[config.mk]
export PLATFORM = sky130hd
export DESIGN_NAME = hazard_alarm_ctrl
export DESIGN_NICKNAME = d
export VERILOG_FILES = /design/src/rtl/hazard_alarm_ctrl_pkg.sv /design/src/rtl/hazard_blink_gen.sv /design/src/rtl/hazard_alarm_ctrl.sv
export SDC_FILE = /design/constraint.sdc
export NUM_CORES = 1
export LEC_CHECK = 0
export ABC_AREA = 1
export BUFFER_PORTS_ARGS = -buffer_cell sky130_fd_sc_hd__buf_4
export CORE_ASPECT_RATIO = 1.2
export CORE_MARGIN = 10
export CORE_UTILIZATION = 45
export CTS_BUF_LIST = sky130_fd_sc_hd__clkbuf_2
export DETAILED_ROUTE_END_ITERATION = 8
export HOLD_SLACK_MARGIN = 0.1
export PLACE_DENSITY_LB_ADDON = 0.08
export SYNTH_ARGS = -nofsm -noshare
export SYNTH_HDL_FRONTEND = slang
export SYNTH_HIERARCHICAL = 1
export SYNTH_SLANG_ARGS = --single-unit
export TNS_END_PERCENT = 50
[constraint.sdc]
create_clock -name clk -period 1.7 [get_ports clk]
set_input_delay 0.425 -clock clk [delete_from_list [all_inputs] [get_ports clk]]
set_output_delay 0.425 -clock clk [all_outputs]
set_load 0.01 [all_outputs]
[src/rtl/hazard_alarm_ctrl_pkg.sv]
`default_nettype none
// ============================================================================
// Module      : hazard_alarm_ctrl_pkg
// Description : Shared state codes, severity codes and severity decode for
//               the hazard alarm controller.
// Revision    : 1.0 - initial release
// ============================================================================
package hazard_alarm_ctrl_pkg;

  // Alarm controller state codes, also driven out on Ostate
  typedef enum logic [1:0] {
    ST_SAFE  = 2'd0,
    ST_WARN  = 2'd1,
    ST_ALARM = 2'd2,
    ST_ACKED = 2'd3
  } state_t;

  // Severity codes derived from the decoder level outputs
  localparam logic [1:0] SEV_SAFE   = 2'd0;
  localparam logic [1:0] SEV_WARN   = 2'd1;
  localparam logic [1:0] SEV_HAZARD = 2'd2;

  localparam logic [3:0] ALARM_CNT_MAX = 4'd15;

  // Highest asserted level wins; no level at all is treated as a hazard so a
  // dead sensor link fails safe.
  function automatic logic [1:0] decode_sev(input logic red,
                                            input logic yellow,
                                            input logic green);
    logic [1:0] sev;
    if (red)         sev = SEV_HAZARD;
    else if (yellow) sev = SEV_WARN;
    else if (green)  sev = SEV_SAFE;
    else             sev = SEV_HAZARD;
    return sev;
  endfunction

endpackage
`default_nettype wire

[src/rtl/hazard_blink_gen.sv]
`default_nettype none
// ============================================================================
// Module      : hazard_blink_gen
// Description : Blink phase generator for the red alarm lamp. A restart pulse
//               forces the phase on and clears the divider; while enabled the
//               phase toggles every BLINK_DIV cycles.
// Revision    : 1.0 - initial release
// ============================================================================
module hazard_blink_gen #(
  parameter int BLINK_DIV = 4
) (
  input  logic clk,
  input  logic rst,
  input  logic restart,
  input  logic en,
  output logic phase
);

  // 8 bits covers the full divider range up to 255
  localparam logic [7:0] DIV_LAST = 8'(BLINK_DIV - 1);

  logic [7:0] cnt;

  // Divider counter and phase; restart has priority so a fresh alarm always
  // begins with the lamp on for a full half-period.
  always_ff @(posedge clk or posedge rst) begin
    if (rst) begin
      cnt   <= 8'd0;
      phase <= 1'b0;
    end else if (restart) begin
      cnt   <= 8'd0;
      phase <= 1'b1;
    end else if (en) begin
      if (cnt == DIV_LAST) begin
        cnt   <= 8'd0;
        phase <= ~phase;
      end else begin
        cnt <= cnt + 8'd1;
      end
    end
  end

endmodule
`default_nettype wire

[src/rtl/hazard_alarm_ctrl.sv]
`default_nettype none
// ============================================================================
// Module      : hazard_alarm_ctrl
// Description : Filters red/yellow/green hazard levels into a stable alarm
//               state, latches red hazards until acknowledged, drives lamps
//               and buzzer, and counts alarm entries.
// Revision    : 1.0 - initial release
// ============================================================================
module hazard_alarm_ctrl
  import hazard_alarm_ctrl_pkg::*;
#(
  parameter int QUAL_CYCLES = 3,
  parameter int BLINK_DIV   = 4
) (
  input  logic       clk,
  input  logic       rst,
  input  logic       Ired,
  input  logic       Iyellow,
  input  logic       Igreen,
  input  logic       Iack,
  output logic       Olamp_red,
  output logic       Olamp_yellow,
  output logic       Olamp_green,
  output logic       Obuzzer,
  output logic [1:0] Ostate,
  output logic [3:0] Oalarm_cnt
);

  localparam logic [3:0] QUAL_LIMIT = 4'(QUAL_CYCLES);

  state_t     state;
  logic [1:0] sev;
  logic [1:0] last_sev;
  logic [3:0] run_cnt;
  logic [3:0] run_cnt_next;
  logic       qualified;
  logic       alarm_entry;
  logic       blink_phase;
  logic [3:0] alarm_cnt;

  // Current-cycle severity from the decoder levels
  always_comb begin
    sev = decode_sev(Ired, Iyellow, Igreen);
  end

  // Length of the current run of identical severities, saturating at the
  // qualification threshold
  always_comb begin
    run_cnt_next = run_cnt;
    if (sev != last_sev) begin
      run_cnt_next = 4'd1;
    end else if (run_cnt >= QUAL_LIMIT) begin
      run_cnt_next = QUAL_LIMIT;
    end else begin
      run_cnt_next = run_cnt + 4'd1;
    end
  end

  assign qualified = (run_cnt_next == QUAL_LIMIT);

  // Escalation to ALARM is only possible from SAFE or WARN; ACKED suppresses
  // re-alarm until the hazard has cleared.
  assign alarm_entry = ((state == ST_SAFE) || (state == ST_WARN)) &&
                       (sev == SEV_HAZARD);

  // Qualification history registers
  always_ff @(posedge clk or posedge rst) begin
    if (rst) begin
      last_sev <= SEV_SAFE;
      run_cnt  <= 4'd0;
    end else begin
      last_sev <= sev;
      run_cnt  <= run_cnt_next;
    end
  end

  // Alarm state machine: immediate escalation, qualified de-escalation
  always_ff @(posedge clk or posedge rst) begin
    if (rst) begin
      state <= ST_SAFE;
    end else begin
      case (state)
        ST_SAFE: begin
          if (sev == SEV_HAZARD) begin
            state <= ST_ALARM;
          end else if (qualified && (sev == SEV_WARN)) begin
            state <= ST_WARN;
          end
        end
        ST_WARN: begin
          if (sev == SEV_HAZARD) begin
            state <= ST_ALARM;
          end else if (qualified && (sev == SEV_SAFE)) begin
            state <= ST_SAFE;
          end
        end
        ST_ALARM: begin
          if (Iack) begin
            state <= ST_ACKED;
          end
        end
        ST_ACKED: begin
          if (qualified && (sev == SEV_SAFE)) begin
            state <= ST_SAFE;
          end else if (qualified && (sev == SEV_WARN)) begin
            state <= ST_WARN;
          end
        end
        default: begin
          state <= ST_SAFE;
        end
      endcase
    end
  end

  // Saturating count of transitions into ALARM
  always_ff @(posedge clk or posedge rst) begin
    if (rst) begin
      alarm_cnt <= 4'd0;
    end else if (alarm_entry && (alarm_cnt != ALARM_CNT_MAX)) begin
      alarm_cnt <= alarm_cnt + 4'd1;
    end
  end

  hazard_blink_gen #(
    .BLINK_DIV (BLINK_DIV)
  ) u_blink (
    .clk     (clk),
    .rst     (rst),
    .restart (alarm_entry),
    .en      (state == ST_ALARM),
    .phase   (blink_phase)
  );

  assign Olamp_green  = (state == ST_SAFE);
  assign Olamp_yellow = (state == ST_WARN);
  assign Olamp_red    = (state == ST_ACKED) ||
                        ((state == ST_ALARM) && blink_phase);
  assign Obuzzer      = (state == ST_ALARM);
  assign Ostate       = state;
  assign Oalarm_cnt   = alarm_cnt;

endmodule
`default_nettype wire

==> results.txt <==
The run finished with clean final reports. The fraction of the mapped netlist area in compound gates came out at 4.52%. By area, the combinational part of the netlist is dominated by simple AND/OR/NAND/NOR gates.

The fraction of the yosys area taken by sequential cells came out at roughly 44%. The register-to-register setup slack is 0.24 ns. The number of antenna diodes in the final layout is 0. Using the TritonRoute via totals, the vias-per-cell ratio works out to 4.98. The cell sitting at the root of the clock tree is a clkbuf_2.

The clock passes through at most 2 buffers. After detailed placement, the design holds a cell count of 208. The placement row count came out at 20. The proportion of netlist area held by the largest area contributor is 44.2%. The critical path startpoint category is a register. The total area of multi-input combinational cells came out at 582 sq um. The area enclosed by the die boundary came out at between 5000 and 6000 sq um.

The post-route worst setup slack is a little over 0.1 ns. The synthesized area divided by synthesized cell count is between 7 and 8 sq um. The worst slack on hold paths came out at roughly 0.35 ns. The count of synthesis-stage warnings from yosys came out at 6. The post-route antenna net violation count is 0. The via count of the first global-routing pass is 1,105.

The setup slack at placement came out at 0.0991 ns. The die width came out at around 67 um. The first-pass GRT wire length came out at 4.47 mm. The net switching share of the total power came out at 42.5%. In this run the critical register-to-register path is launched from Oalarm_cnt[0]. The proportion of register bits with asynchronous set or reset after synthesis came out at 100%. The hold violation count in the final report is 0. Adding up every negative setup slack in the final design gives 0 ns. The number of vias in the routed layout came out at about 1,100.

Counting instances in the post-synthesis netlist gives the leading cell types as 45 x nand2_1, 22 x inv_1, 21 x dfrtp_1, 14 x nor2_1, 10 x nand4_1. In the final routed layout, each cell accounts on average for 11.9 um. The first-pass detailed-route iteration total came out at 6. The overall power is 1.89 mW.

The initial detailed-routing violation count came out at 69. The type of the worst setup path is register to output port. The residual DRC count is 0. In the post-synthesis netlist, the cell with the most instances is nand2_1.

For this design the static power due to leakage is 0.752 nW. The mux contribution to synthesized area came out at 0.946%. The post-synthesis xor/xnor area fraction came out at between 2 and 2.5%. The number of different library cells used by synthesis comes to 23.

The number of fill cells in the layout came out at 241. The number of H-tree branching levels is 1. The overall routing resource usage came out at 10.7%. Synthesis produced a netlist whose cell count is 154. The tightest min-delay check is of the primary input to register type.

In the post-synthesis netlist, the biggest area contributors are dfrtp_1 44%, nand2_1 14%, inv_1 6.9%, nand4_1 5.3%, nor2_1 4.4%. Across the routed clock network, the largest skew measured is between 0.007 and 0.008 ns. Summed over all nets, the switching power comes to 803 uW. The number of pins with negative max-slew slack in the final report is 0. The CTS tree is yes.

The starting utilization of the core area came out at 47.1%. Combinational logic burns 48.2% of the power. The arrival time at the worst endpoint is 1.17 ns. STA classifies the critical path endpoint as an output port. The worst endpoint required time came out at ~1.3 ns.

The sequential standard cell area came out at 527 sq um. In this run the worst setup path terminates at Olamp_green. The number of storage elements in the synthesis netlist is 21. The count of cells in the finished layout, fillers not included, comes to 213. After Yosys synthesis, and, or, nand and nor cells account for 36.8% of the synthesized area. The global placement routability congestion came out at 0.813. The minimum period implied by the final worst setup slack is 1.60 ns. Counting every sink on the clock net gives 21.

The clock latency reported for the late side of the worst-skew pair is 0.32 ns. The clock-pin slew of the registers on the worst-case setup and hold paths came out at 0.19 ns. The total routed wirelength is 2.54 mm. The global-route congestion overflow total is 0. Summing every instance area after synthesis gives between 1000 and 1500 sq um. The number of max-cap violations came out at 0. The number of antenna violations at the first check in global routing is 0. In the final design database the tool counted 190 nets. The largest driver fanout on the critical path is 6.

Sequential cells burn 40.8% of the power. Tracing the worst setup path back leads to its startpoint at Ostate[1]. The adder-cell area share of the yosys netlist came out at 3.15%. The capture instance of the worst register-to-register path is Oalarm_cnt[1]. In the synthesized netlist the dominant register cell turns out to be dfrtp_1.

The floorplan core area is roughly 2500 sq um. The number of cell instances on the worst register-to-register path came out at 5. The synthesized design contains 0 enable-type register cells.

The area growth from synthesis to final layout came out at 19.7%. The wire-length estimate of the detail-placed layout is 2.08 mm. The number of buffers added on ports came out at 15. The proportion of power drawn by the clock network came out at roughly 11%.

The setup-violating endpoint count in the final report came out at 0. The cell taking the most area after synthesis is dfrtp_1. Dividing total power by cell area gives a power density of around 1300 nW/um^2. The largest net degree at the start of global routing is 13.

The TritonCTS buffer count is 3. The post-route netlist has 22.8% of its cells at a drive strength greater than 1. The die height came out at ~76 um. Setup repair after global routing left no endpoint under its margin. Derived from the worst setup path, the maximum achievable clock frequency is between 600 and 700 MHz. In this run the count of I/O pins placed on the die edge is 16. The internal portion of the total power is 1.09 mW. The fraction of the cycle the final worst path needs is 93.9%. VDD sags by at most about 0.63 mV.
[through the flow]
step                      cell area (sq um)  utilization, %
after floorplan                        1190               -
after global placement                 1390            54.8
after detailed placement               1390            54.8
after CTS                              1420            56.1
after global routing                   1420            56.3
final                                  1420            56.3
[worst min-delay path by stage]
stage	end	cells past startpoint	from	slack (ns)
floorplan	u_blink/cnt[0]	1	rst	0.25
global placement	u_blink/cnt[5]	2	rst	0.43
detailed placement	u_blink/cnt[5]	2	rst	0.43
CTS	last_sev[1]	3	Ired	0.34
global route	last_sev[1]	3	Ired	0.33
finish	last_sev[1]	3	Ired	0.35
[power groups by stage]
stage	clock, mW	sequential, mW	combinational [mW]
floorplan	0	0.787	0.507
global placement	0	0.769	0.891
detailed placement	0	0.774	0.910
CTS	0.216	0.765	0.921
global route	0.237	0.797	1.02
finish	0.208	0.770	0.911
[what timing repair did]
action                                  CTS  global route
hold endpoints to repair                 17             0
resized for setup                         1             2
hold buffers                              1             0
buffers inserted                          0             0
gates cloned                              0             0
endpoints found under the setup margin    1             1
pin swaps                                 0             0
[cells by family after synthesis]
group,Yosys count
xor+xnor,3
simple gates,92
fa+ha+maj,3
other cells,1
mux,1
flops,21
compound gates,8
buf+inv,25
[final cells by class]
cell class | instances | area share, %
inverter | 25 | 6.59
clock buffer | 3 | 1.05
timing repair buffer | 21 | 11.2
clock inverter | 1 | 0.351
tap | 33 | 2.90
multi-input combinational | 109 | 40.9
sequential | 21 | 37.0
[sequential cells by signal, summed over array words and instances (netlist names)]
name,flops
Oalarm_cnt,4
last_sev,2
run_cnt,4
Ostate,2
u_blink/phase,1
u_blink/cnt,8
[critical path, stage by stage, from the launching register on]
cell     delay (ns)
dfrtp_1        0.42
buf_4          0.16
nor2_1         0.13
buf_4          0.14
[layout by cell type (no fill, tap or decap), drive strengths merged]
master / instances
nand2: 51
inv: 24
dfrtp: 21
buf: 20
nor2: 18
nand4: 11
nand3: 9
o21ai: 6
ha: 3
clkbuf: 3
xor2: 2
conb: 2
clkinv: 2
a21oi: 1
mux2: 1
xnor2: 1
a22oi: 1
nor3b: 1
nor3: 1
dlygate4sd3: 1
and2: 1
[layer usage]
metal	wire, um	global-route usage (%)	part of all wire (%)	vias to the layer above
met4	40	3.91	1.6	0
li1	-	-	-	535
met5	0	0	0	-
met2	1430	20.6	56	16
met1	970	9.93	38	504
met3	101	2.65	4.0	6
Power figures use the tool's default switching activity.
